`src/rtl/pwm_pkg.sv`:
```
// Shared types and reset defaults for the PWM configuration controller.
package pwm_pkg;

   localparam int WIDTH_DEF = 16;

   localparam int RST_UPPER = 500;
   localparam int RST_LOWER = 250;
   localparam int RST_STEP  = 3;

   typedef enum logic [1:0] {
      ST_IDLE    = 2'd0,
      ST_RUN     = 2'd1,
      ST_PENDING = 2'd2
   } state_t;

endpackage

```
`src/rtl/pwm_cfg_check.sv`:
```
// Combinational legality check of a requested triangle configuration.
module pwm_cfg_check
   import pwm_pkg::*;
#(
   parameter int WIDTH = WIDTH_DEF
) (
   input  logic [WIDTH-1:0] upper,
   input  logic [WIDTH-1:0] lower,
   input  logic [WIDTH-1:0] step,
   output logic             valid
);

   logic [WIDTH-1:0] span;

   // span only matters when lower < upper, so the unsigned wrap is harmless
   assign span  = upper - lower;
   assign valid = (lower < upper) && (step != '0) && (step <= span);

endmodule

```
`src/rtl/pwm_cfg_ctrl.sv`:
```
// Accepts triangle-generator configurations from a host and applies them
// at the next waveform trough, or after a timeout if no trough arrives.
module pwm_cfg_ctrl
   import pwm_pkg::*;
#(
   parameter int WIDTH       = WIDTH_DEF,
   parameter int TIMEOUT_CYC = 65535
) (
   input  logic             MClk,
   input  logic             RstN,
   input  logic             CfgValid,
   output logic             CfgReady,
   input  logic [WIDTH-1:0] CfgUpper,
   input  logic [WIDTH-1:0] CfgLower,
   input  logic [WIDTH-1:0] CfgStep,
   input  logic             Stop,
   input  logic [WIDTH-1:0] TWave,
   output logic [WIDTH-1:0] UpperLimit,
   output logic [WIDTH-1:0] LowerLimit,
   output logic [WIDTH-1:0] TriangleStepSize,
   output logic             GenRstN,
   output logic             CfgApplied,
   output logic             CfgErr,
   output logic             ForcedApply
);

   localparam int               CNT_W    = $clog2(TIMEOUT_CYC + 1);
   localparam logic [CNT_W-1:0] CNT_LAST = CNT_W'(TIMEOUT_CYC - 1);

   state_t           state, state_nx;
   logic [WIDTH-1:0] upper_nx, lower_nx, step_nx;
   logic [WIDTH-1:0] sh_upper, sh_lower, sh_step;
   logic [WIDTH-1:0] sh_upper_nx, sh_lower_nx, sh_step_nx;
   logic [CNT_W-1:0] cnt, cnt_nx;
   logic             applied_nx, err_nx, forced_nx, ready_nx;
   logic             cfg_ok, take, trough;

   pwm_cfg_check #(.WIDTH(WIDTH)) u_check (
      .upper (CfgUpper),
      .lower (CfgLower),
      .step  (CfgStep),
      .valid (cfg_ok)
   );

   assign take   = CfgValid && CfgReady;
   assign trough = TWave <= LowerLimit;

   always_comb begin
      state_nx    = state;
      upper_nx    = UpperLimit;
      lower_nx    = LowerLimit;
      step_nx     = TriangleStepSize;
      sh_upper_nx = sh_upper;
      sh_lower_nx = sh_lower;
      sh_step_nx  = sh_step;
      cnt_nx      = cnt;
      applied_nx  = 1'b0;
      err_nx      = CfgErr;
      forced_nx   = ForcedApply;

      if (Stop) begin
         // Stop wins over any offer; applied limits are intentionally kept
         state_nx    = ST_IDLE;
         sh_upper_nx = '0;
         sh_lower_nx = '0;
         sh_step_nx  = '0;
         cnt_nx      = '0;
      end else begin
         unique case (state)
            ST_IDLE: begin
               if (take) begin
                  if (cfg_ok) begin
                     upper_nx   = CfgUpper;
                     lower_nx   = CfgLower;
                     step_nx    = CfgStep;
                     applied_nx = 1'b1;
                     err_nx     = 1'b0;
                     state_nx   = ST_RUN;
                  end else begin
                     err_nx = 1'b1;
                  end
               end
            end
            ST_RUN: begin
               if (take) begin
                  if (cfg_ok) begin
                     sh_upper_nx = CfgUpper;
                     sh_lower_nx = CfgLower;
                     sh_step_nx  = CfgStep;
                     cnt_nx      = '0;
                     err_nx      = 1'b0;
                     state_nx    = ST_PENDING;
                  end else begin
                     err_nx = 1'b1;
                  end
               end
            end
            ST_PENDING: begin
               if (trough || cnt == CNT_LAST) begin
                  // a trough on the timeout edge still counts as a clean apply
                  upper_nx   = sh_upper;
                  lower_nx   = sh_lower;
                  step_nx    = sh_step;
                  applied_nx = 1'b1;
                  forced_nx  = !trough;
                  cnt_nx     = '0;
                  state_nx   = ST_RUN;
               end else begin
                  cnt_nx = cnt + CNT_W'(1);
               end
            end
            default: state_nx = ST_IDLE;
         endcase
      end

      ready_nx = !Stop && (state_nx != ST_PENDING);
   end

   always_ff @(posedge MClk or negedge RstN) begin
      if (!RstN) begin
         state            <= ST_IDLE;
         UpperLimit       <= WIDTH'(RST_UPPER);
         LowerLimit       <= WIDTH'(RST_LOWER);
         TriangleStepSize <= WIDTH'(RST_STEP);
         sh_upper         <= '0;
         sh_lower         <= '0;
         sh_step          <= '0;
         cnt              <= '0;
         GenRstN          <= 1'b0;
         CfgReady         <= 1'b1;
         CfgApplied       <= 1'b0;
         CfgErr           <= 1'b0;
         ForcedApply      <= 1'b0;
      end else begin
         state            <= state_nx;
         UpperLimit       <= upper_nx;
         LowerLimit       <= lower_nx;
         TriangleStepSize <= step_nx;
         sh_upper         <= sh_upper_nx;
         sh_lower         <= sh_lower_nx;
         sh_step          <= sh_step_nx;
         cnt              <= cnt_nx;
         GenRstN          <= (state_nx != ST_IDLE);
         CfgReady         <= ready_nx;
         CfgApplied       <= applied_nx;
         CfgErr           <= err_nx;
         ForcedApply      <= forced_nx;
      end
   end

endmodule
```
`config.mk`:
```
export PLATFORM = sky130hd
export DESIGN_NAME = pwm_cfg_ctrl
export DESIGN_NICKNAME = d
export VERILOG_FILES = /design/src/rtl/pwm_pkg.sv /design/src/rtl/pwm_cfg_check.sv /design/src/rtl/pwm_cfg_ctrl.sv
export SDC_FILE = /design/constraint.sdc
export NUM_CORES = 1
export LEC_CHECK = 0
export CORE_ASPECT_RATIO = 1.25
export CORE_MARGIN = 10
export CORE_UTILIZATION = 54
export DETAILED_ROUTE_END_ITERATION = 6
export PLACE_DENSITY = 0.81
export SLEW_MARGIN = 5
export SYNTH_ARGS = -nofsm -noshare
export SYNTH_HDL_FRONTEND = slang
export SYNTH_SLANG_ARGS = --single-unit
```
`constraint.sdc`:
```
create_clock -name MClk -period 2.95 [get_ports MClk]
set_input_delay 0.7375 -clock MClk [delete_from_list [all_inputs] [get_ports MClk]]
set_output_delay 0.7375 -clock MClk [all_outputs]
set_load 0.01 [all_outputs]
```
After elaboration in Yosys (flattened, before gate mapping)
Cells that the tools add are included.
{"block": "word_totals", "register_bits": 119}
{"block": "classes", "add_sub_neg": 2, "order_cmp": 3, "n_eq_ne": 9, "n_mux": 36, "bitwise_logic": 1, "n_reduce_logical": 21}
{"operator": "two-way mux 16 bit", "count": 19}
{"operator": "case mux 16 bit (2 select lines)", "count": 4}
{"operator": "<= comparator 16 bit", "count": 2}
{"operator": "adder 16 x 1 -> 16 bit (second input constant)", "count": 1}
{"operator": "== test 16 bit (second input constant)", "count": 1}
{"operator": "less-than comparator 16 bit", "count": 1}
{"operator": "nonzero test 16 bit", "count": 1}
{"operator": "subtractor 16 bit", "count": 1}
{"operator": "two-way mux 2 bit", "count": 6}
{"operator": "AND reduction 3 bit", "count": 4}
{"operator": "nonzero test 2 bit", "count": 5}
{"operator": "!= test 2 bit (second input constant)", "count": 4}
{"operator": "!= test 3 bit (second input constant)", "count": 2}
{"operator": "case mux 2 bit (3 select lines)", "count": 1}
{"operator": "two-way mux 1 bit", "count": 5}
{"operator": "AND reduction 5 bit", "count": 1}
{"operator": "logical AND 1 bit", "count": 4}
{"operator": "nonzero test 3 bit", "count": 1}
{"operator": "== test 2 x 1 -> 1 bit (second input constant)", "count": 1}
{"operator": "== test 2 bit (second input constant)", "count": 1}
{"operator": "logical NOT 1 bit", "count": 2}
{"operator": "logical NOT 2 bit", "count": 1}
{"operator": "case mux 1 bit (2 select lines)", "count": 1}
{"operator": "OR reduction 2 bit", "count": 1}
{"operator": "2 further kinds", "count": 2}

Logic depth before layout (Yosys ltp)
Gate-level depths: netlist (run 1).
{"block": "logic_depth", "depth_word": 9, "depth_mapped": 20}

Modules after synthesis
From an unflattened synthesis (run 1), not the netlist that was laid out.
{"block": "hier_totals", "hier_cells": 730, "area_unflattened_um2": 7248.2}
{"module": "pwm_cfg_ctrl", "n_inst": 1, "cells_each": 561, "area_each_um2": 6000.8}
{"module": "pwm_cfg_check", "n_inst": 1, "cells_each": 169, "area_each_um2": 1247.4}

Least setup slack after synthesis (run 1)
OpenSTA, ideal clock, no wires.
{"block": "synth_timing", "path_kind": "input-to-reg", "start": "input port CfgLower[1]", "end": "register UpperLimit[12]", "t_arrival_ns": 4.272, "setup_slack_ns": -1.448, "cell_stages": 18, "cell_sequence": "inv_1 > ha_1 > nor2b_1 > o31a_1 > o211ai_1 > nand2_1 > a311oi_1 > nor2_1 > xnor2_1 > ha_1 > and3_1 > nand3_1 > or4_4 > a21boi_0 > a21o_1 > buf_6 > buf_8 > mux2_4"}
{"block": "synth_between", "elab_chain_len": 5, "elab_cells_between_ends": 7}
{"element": "from (decl)", "line": "pwm_cfg_ctrl.sv:14", "source": "input logic [WIDTH-1:0] CfgLower,"}
{"element": "subtractor 16 bit or less-than comparator 16 bit (tied branches)", "line": "pwm_cfg_check.sv:16, pwm_cfg_check.sv:17"}
{"element": "<= comparator 16 bit or logical AND 1 bit (tied branches)", "line": "pwm_cfg_check.sv:17", "source": "assign valid = (lower < upper) && (step != '0) && (step <= span);"}
{"element": "logical AND 1 bit (*)", "line": "pwm_cfg_check.sv:17"}
{"element": "!= test 2 bit (no line) (*)"}
{"element": "AND reduction 5 bit (no line) (*)"}
{"element": "to (signal assigned)", "line": "pwm_cfg_ctrl.sv:122", "source": "UpperLimit <= WIDTH'(RST_UPPER);"}
{"element": "to (signal assigned)", "line": "pwm_cfg_ctrl.sv:136", "source": "UpperLimit <= upper_nx;"}
{"element": "to (decl)", "line": "pwm_cfg_ctrl.sv:18", "source": "output logic [WIDTH-1:0] UpperLimit,"}
Every way passes the cells marked *; elsewhere a longest branch is shown, timed or not.
A chain may end at the register's enable or synchronous reset.

Worst setup path after layout (run 1)
{"block": "layout_timing", "start": "input port CfgLower[13]", "end": "register sh_lower[0]"}
{"block": "layout_between", "elab_chain_len": 5, "elab_cells_between_ends": 7}
{"element": "subtractor 16 bit or less-than comparator 16 bit (tied branches)", "line": "pwm_cfg_check.sv:16, pwm_cfg_check.sv:17"}
{"element": "<= comparator 16 bit or logical AND 1 bit (tied branches)", "line": "pwm_cfg_check.sv:17"}
{"element": "logical AND 1 bit (*)", "line": "pwm_cfg_check.sv:17"}
{"element": "nonzero test 2 bit (no line) (*)"}
{"element": "AND reduction 3 bit (no line) (*)"}
{"element": "to (signal assigned)", "line": "pwm_cfg_ctrl.sv:140", "source": "sh_lower <= sh_lower_nx;"}
{"element": "to (decl)", "line": "pwm_cfg_ctrl.sv:32", "source": "logic [WIDTH-1:0] sh_upper, sh_lower, sh_step;"}
Marked as above.

==> qor.csv, run 1 <==
stage,metric,value,unit
power_and_ir_drop,power.density,679.6,nW/um^2
power_and_ir_drop,p_leak,5.062,nW
place,hpwl,15.51,mm
timing,rsz0062_at_grt,true,
critical_path,crit_type,in2reg,
critical_path,cp_cell_sequence,"clkdlybuf4s50_1, inv_1, ha_1, buf_4, inv_1, nor3_1, a21oi_1, nand2_1, a311oi_2, ha_1, a21o_1, a21oi_2, o31a_1, o211ai_1, buf_4, a211oi_4, a21oi_4, buf_12, buf_12, a22o_1",
clock_network,clkLatencyLatePin,450,ps
clock_network,cts_htree_levels,4,
synth,synth_enable_flop_cells,0,
timing,timing.slew.headroom,0.5013,
synth,yosysTopAreaCellShare,0.3644,
global_routing,grt.overflow.total,0,
place,dp.cells,1059,
critical_path,critPathSlowestCell,nor3_1,
place,place.gp.congestion,0.8545,
routing,wire_per_inst,27.80,um
critical_path,cp-end-kind,register,
global_routing,grt_max_degree,68,
run,maxCapViolCount,0,
clock_network,cts_tree,done,
status,violations,"design-rule violations, negative setup slack",
routing,via_per_inst,6.693,
clock_network,numCtsBuffers,17,
clock_network,cts.path.max_buffers,2,
place,port_buffers,120,
synth,synth_area_leaders,"dfrtp_1, ha_1, mux2_4",
synth,synth_area,7142,um^2
power_and_ir_drop,peakVddDrop,0.6329,mV
clock_network,clkTransAtPathRegs,70,ps
timing,max_freq,0.2078,GHz
final_layout,fin_util,0.8544,
synth,yosys.area.top_type,dfrtp_1,
synth,seq_area_frac_synth,0.4196,
routing,first_pass_iters,7,
timing,worst_pin_slew,742.3,ps
clock_network,postCtsHoldBufs,0,
die,placementRows,46,
synth,async_reset_ff_frac,1.000,
critical_path,cp_slowest_stage_delay,650,ps
global_routing,grt_pass1_wl,42.56,mm
timing,worst_slack,-1862,ps
die,die_h,148.6,um
synth,postSynthCellCount,711,
synth,syn_nets,830,
final_layout,area_growth,53.54,%
critical_path,reg2reg_slack,-130,ps
die,start_util,0.5564,
status,outcome,finished with violations,
routing,drc_errors,2,
synth,ys.warnings.count,0,
clock_network,clock-sinks,119,
timing,period_needed,4812,ps
clock_network,cts-root-buf,clkbuf_16,
critical_path,cp.required,3270,ps
global_routing,antenna_found_initial,0,
routing,vias,7657,
synth,synthDistinctLibCells,56,
timing,finalMaxSlewViolations,0,
die,core_area,12830,um^2
final_layout,n_antenna_cell,0,
routing,routed_wl,31.81,mm
global_routing,grt_usage,0.3004,
final_layout,stdcell_count,1144,
critical_path,arrival,5130,ps
timing,hold_viol_final,0,
final_layout,final_nets,1082,
timing,min_period_over_period,1.631,
routing,drtAntennaViolNets,0,
worst_hold_path,hp-class,in2async,
die,die_width,122.9,um
synth,ys_ff_latch,119,
die,design.die.area,18250,um^2
critical_path,start_kind,primary input,
timing,finalSetupViolations,118,
final_layout,drive_above_1_share,0.3381,
timing,skew,12.19,ps
routing,dr.first_iter.drc_count,888,
global_routing,grt_pass1_vias,7691,
synth,yosys_most_used_dff,dfrtp_1,
die,io_pins,121,
critical_path,cp_max_fo,9,
synth,syn_avg_cell_area,10.04,um^2
==> cells by family after synthesis <==
| kind of cell | synth area share |
|---|---|
| AOI/OAI and AO/OA | 0.1843 |
| muxes | 0.09180 |
| adders and majority gates | 0.09040 |
| xor gates and xnor gates | 0.01349 |
| buffers and inverters | 0.05834 |
| and+or+nand+nor | 0.1421 |
| DFF | 0.4196 |
==> cell usage after synthesis, types with 4 or more instances <==
cell / instances
xnor2_1: 7
a21oi_1: 53
a31o_2: 10
nand2b_1: 7
nor2_1: 25
buf_6: 5
nand4_1: 11
o21bai_1: 4
nand3_1: 13
clkbuf_1: 17
nand2_1: 117
a211oi_1: 4
ha_1: 50
o31a_1: 5
or3_1: 9
buf_2: 6
a22o_1: 50
o211ai_1: 5
dfrtp_1: 104
a21o_1: 10
o21ai_0: 16
mux2i_1: 16
and3_1: 5
mux2_4: 33
xor2_1: 4
nor3_1: 5
or2_2: 6
inv_1: 44
nor4_1: 7
nor2b_1: 7
dfstp_2: 15
==> registers in the layout (all words and copies together) (netlist names) <==
signal            count
CfgApplied            1
CfgErr                1
CfgReady              1
ForcedApply           1
GenRstN               1
LowerLimit           16
TriangleStepSize     16
UpperLimit           16
cnt                  16
sh_lower             16
sh_step              16
sh_upper             16
state                 2
==> critical path: cells and delay by family <==
kind,cells,cell delay [ps]
adders and majority gates,2,560
buffers and inverters,7,1450
and+or+nand+nor,2,800
AOI/OAI and AO/OA,9,1570
==> worst paths after layout <==
kind                       depth (start not counted)                      start                                to
setup reg to reg                                  11  LowerLimit[7]$_DFFE_PN1P_  TriangleStepSize[15]$_DFFE_PN0P_
hold reg to reg                                    1    sh_upper[7]$_DFFE_PN0P_           sh_upper[7]$_DFFE_PN0P_
max in group asynchronous                          2                       RstN                CfgReady$_DFF_PN1_
setup / recovery                                  20               CfgLower[13]           sh_lower[0]$_DFFE_PN0P_
hold / removal                                     1                       RstN                CfgErr$_DFFE_PN0P_
min in group MClk                                  1    sh_upper[7]$_DFFE_PN0P_           sh_upper[7]$_DFFE_PN0P_
==> through the flow <==
stage | area, um^2 | power [mW] | worst slack [ps] | TNS (ps) | hold slack (ps)
after CTS | 10570 | 7.113 | -1204 | -130360 | 293.2
after global placement | 9221 | 4.623 | -2034 | -234550 | 482.1
after global routing | 10970 | 7.685 | -1902 | -210950 | 307.9
final | 10970 | 7.452 | -1862 | -204710 | 270.3
after detailed placement | 9221 | 4.733 | -2133 | -243470 | 481.4
after floorplan | 7252 | 3.401 | -1272 | -140770 | 441.9
==> cell usage in the layout (no fill, tap or decap), types with 4 or more instances in the layout <==
| cell type | n |
|---|---|
| a21o_1 | 9 |
| a21oi_1 | 47 |
| a21oi_2 | 5 |
| a22o_1 | 50 |
| a31o_4 | 10 |
| and3_1 | 4 |
| buf_12 | 12 |
| buf_16 | 6 |
| buf_4 | 108 |
| buf_6 | 22 |
| bufinv_16 | 4 |
| clkbuf_16 | 23 |
| clkbuf_2 | 9 |
| clkdlybuf4s50_1 | 100 |
| dfrtp_1 | 104 |
| dfstp_2 | 15 |
| ha_1 | 38 |
| ha_4 | 12 |
| inv_1 | 31 |
| inv_2 | 10 |
| mux2_4 | 33 |
| mux2i_1 | 16 |
| nand2_1 | 116 |
| nand2b_1 | 6 |
| nand3_1 | 11 |
| nand4_1 | 11 |
| nor2_1 | 21 |
| nor2b_1 | 5 |
| nor3_1 | 5 |
| nor4_1 | 7 |
| o211ai_1 | 5 |
| o21ai_0 | 12 |
| o31a_1 | 5 |
| or2_2 | 5 |
| or3_1 | 8 |
| xnor2_1 | 5 |
| xor2_1 | 4 |
==> report_power, final <==
| group | internal (mW) | switching (mW) |
|---|---|---|
| combinational | 1.58 | 1.27 |
| sequential | 2.05 | 0.243 |
| clock | 1.45 | 0.853 |
| total | 5.08 | 2.37 |
==> layout make-up <==
cell class,instances,area (um^2)
fillers,580,1869
clock buffers,20,456.7
inverters,44,185.2
clock inverters,12,175.2
repair buffers,269,2721
multi-input cells,512,4220
flip-flops and latches,119,2997
well taps,168,210.2
==> per-layer routing <==
metal	GRT usage	wire [um]	vias up
li1	-	-	3062
met1	0.3240	10530	3645
met2	0.4984	15200	711
met3	0.07197	3467	239
met4	0.2208	2606	0
met5	0	0	-
==> what timing repair did <==
item,in CTS,in global routing
pin swaps,40,52
gates cloned,7,9
gates resized for setup,111,70
setup endpoints to repair,118,118
setup buffers,26,18
Note: power is estimated with default switching activity, not from simulation.
==> run 2, diff against run 1 <==
CORE_MARGIN = 2   (was 10)
RECOVER_POWER = 25   (was default)
REMOVE_ABC_BUFFERS = 1   (was default)
==> run 2 against run 1 <==
The run ends with negative setup slack left; power shrank 1.6%; worst setup slack gained 400 ps; register-to-register slack gained 120 ps; largest cell class unchanged; largest power group unchanged.
==> qor.csv, run 2 (synthesis gave the netlist of run 1 again) <==
stage,metric,value,unit
critical_path,crit_type,in2reg,
timing,worst_pin_slew,1243,ps
timing,hold_viol_final,0,
power_and_ir_drop,total_power,7.330,mW
power_and_ir_drop,peakVddDrop,0.4309,mV
worst_hold_path,hold_start,LowerLimit[5]$_DFFE_PN1P_,
status,outcome,finished with violations,
die,placementRows,47,
critical_path,worstRegToRegCells,11,
die,die_h,132.6,um
timing,worst_slack,-1465,ps
routing,dr.first_iter.drc_count,546,
place,placed_area,9183,um^2
die,design.die.area,14170,um^2
timing,finalMaxSlewViolations,0,
final_layout,mostFrequentLayoutCells,"nand2_1, buf_4, dfrtp_1, clkdlybuf4s50_1, a22o_1",
worst_hold_path,hp-class,reg2reg,
place,place.gp.congestion,0.8732,
global_routing,antenna_found_initial,0,
die,io_pins,121,
clock_network,cts.path.max_buffers,2,
power_and_ir_drop,p_leak,4.978,nW
final_layout,drive_above_1_share,0.3344,
routing,drc_errors,0,
die,core_area,13060,um^2
critical_path,r2r_start,LowerLimit[6]$_DFFE_PN1P_,
worst_hold_path,hold_path_end,LowerLimit[5]$_DFFE_PN1P_,
timing,min_period_over_period,1.497,
timing,rsz0062_at_grt,true,
clock_network,clkLatencyLatePin,430,ps
timing,skew,14.60,ps
clock_network,cts_htree_levels,4,
routing,vias,6910,
global_routing,grt_pass1_vias,7113,
worst_hold_path,hold_depth,2,
timing,max_freq,0.2265,GHz
clock_network,clkTransAtPathRegs,60,ps
timing,period_needed,4415,ps
die,start_util,0.5471,
final_layout,postLayoutCellArea,10730,um^2
final_layout,stdcell_count,1143,
global_routing,grt.overflow.total,0,
routing,drtAntennaViolNets,0,
routing,routed_wl,24.85,mm
place,port_buffers,120,
routing,wire_per_inst,21.74,um
clock_network,clock-sinks,119,
global_routing,grt_usage,0.3281,
critical_path,arrival,4740,ps
clock_network,cts-root-buf,clkbuf_16,
timing,timing.slew.headroom,0.1712,
final_layout,final_common_cell,nand2_1,
global_routing,grt_max_degree,68,
final_layout,n_antenna_cell,0,
die,die_width,106.9,um
critical_path,cp_max_fo,6,
critical_path,reg2reg_slack,-10,ps
clock_network,numCtsBuffers,17,
status,violations,negative setup slack,
run,maxCapViolCount,0,
routing,first_pass_iters,5,
place,dp.cells,1068,
place,hpwl,14.32,mm
timing,finalSetupViolations,118,
final_layout,final_nets,1078,
power_and_ir_drop,power.density,683.0,nW/um^2
critical_path,rr_endpoint,LowerLimit[12]$_DFFE_PN0P_,
clock_network,postCtsHoldBufs,0,
critical_path,cp-end-kind,register,
critical_path,start_kind,primary input,
clock_network,cts_tree,done,
final_layout,area_growth,50.26,%
routing,via_per_inst,6.045,
global_routing,grt_pass1_wl,36.30,mm
critical_path,cp.required,3280,ps
## run 2: cell types whose count changed in the layout (fill, tap and decap cells not counted), moves of 3 or more
cell and delta:
clkinv_2 -3, buf_2 +4, inv_1 +3, buf_4 +5
inv_2 -4, clkbuf_2 -4, buf_16 -4, clkbuf_16 -3
a31o_4 -10, a31o_2 +10, buf_6 -5
## run 2: worst max path at each step
| stage | startpoint | to | slack (ps) |
|---|---|---|---|
| 3_5_place_dp | CfgUpper[0] | UpperLimit[11]$_DFFE_PN0P_ | -2330 |
| 4_1_cts | CfgLower[1] | UpperLimit[2]$_DFFE_PN1P_ | -1230 |
| 6_report | CfgLower[1] | cnt[0]$_DFFE_PN0P_ | -1470 |
| 3_3_place_gp | CfgLower[1] | UpperLimit[10]$_DFFE_PN0P_ | -2180 |
| 5_1_grt | CfgLower[1] | sh_upper[15]$_DFFE_PN0P_ | -1540 |
| 2_1_floorplan | CfgLower[1] | LowerLimit[0]$_DFFE_PN0P_ | -2680 |
## run 2: per-stage QoR
| stage | utilization | TNS, ps | setup slack, ps | hold slack, ps |
|---|---|---|---|---|
| 6_report | 0.8220 | -162740 | -1465 | 497.2 |
| 5_1_grt | 0.8220 | -173620 | -1541 | 517.0 |
| 4_1_cts | 0.8034 | -135110 | -1226 | 355.3 |
| 3_5_place_dp | 0.7034 | -259770 | -2332 | 483.0 |
| 2_1_floorplan | - | -259900 | -2680 | 441.9 |
| 3_3_place_gp | 0.7034 | -241430 | -2176 | 481.8 |
## run 2: where the power goes
| part | internal [mW] | switching [mW] | total, mW |
|---|---|---|---|
| combinational | 1.54 | 1.13 | 2.66 |
| sequential | 2.05 | 0.227 | 2.28 |
| clock | 1.55 | 0.836 | 2.39 |
## run 2: final cells by class
class                   count  area [um^2]
fillers                   724         2323
inverters                  44        177.7
well taps                 171        214.0
clock buffers              19        452.9
repair buffers            265         2554
flip-flops and latches    119         2997
multi-input cells         512         4119
clock inverters            13        217.7
## run 2: worst max-delay path, cell delays in order
cell and delay, ps:
buf_8 110, buf_4 140, fa_2 360, nand2b_4 160, a211oi_4 310, or2_4 200
buf_6 100, a21oi_1 60, o21bai_1 160, xnor2_1 90, ha_1 300, and3_4 200
nand3_4 60, buf_4 150, buf_6 110, o31a_1 280, o211ai_1 170, buf_4 220
a211oi_4 80, buf_4 170, a211o_4 390, mux2i_2 200
## run 2: per-layer routing
metal	GRT usage	wire length, um
met5	0	0
met2	0.5559	12270
met3	0.05665	1694
met1	0.4011	9489
met4	0.1631	1387
## run 2: repair_timing
action                     CTS  global route
setup buffers               19            19
gates cloned                 4             4
gates resized for setup    138            39
setup endpoints to repair  118           118
pin swaps                   40            64
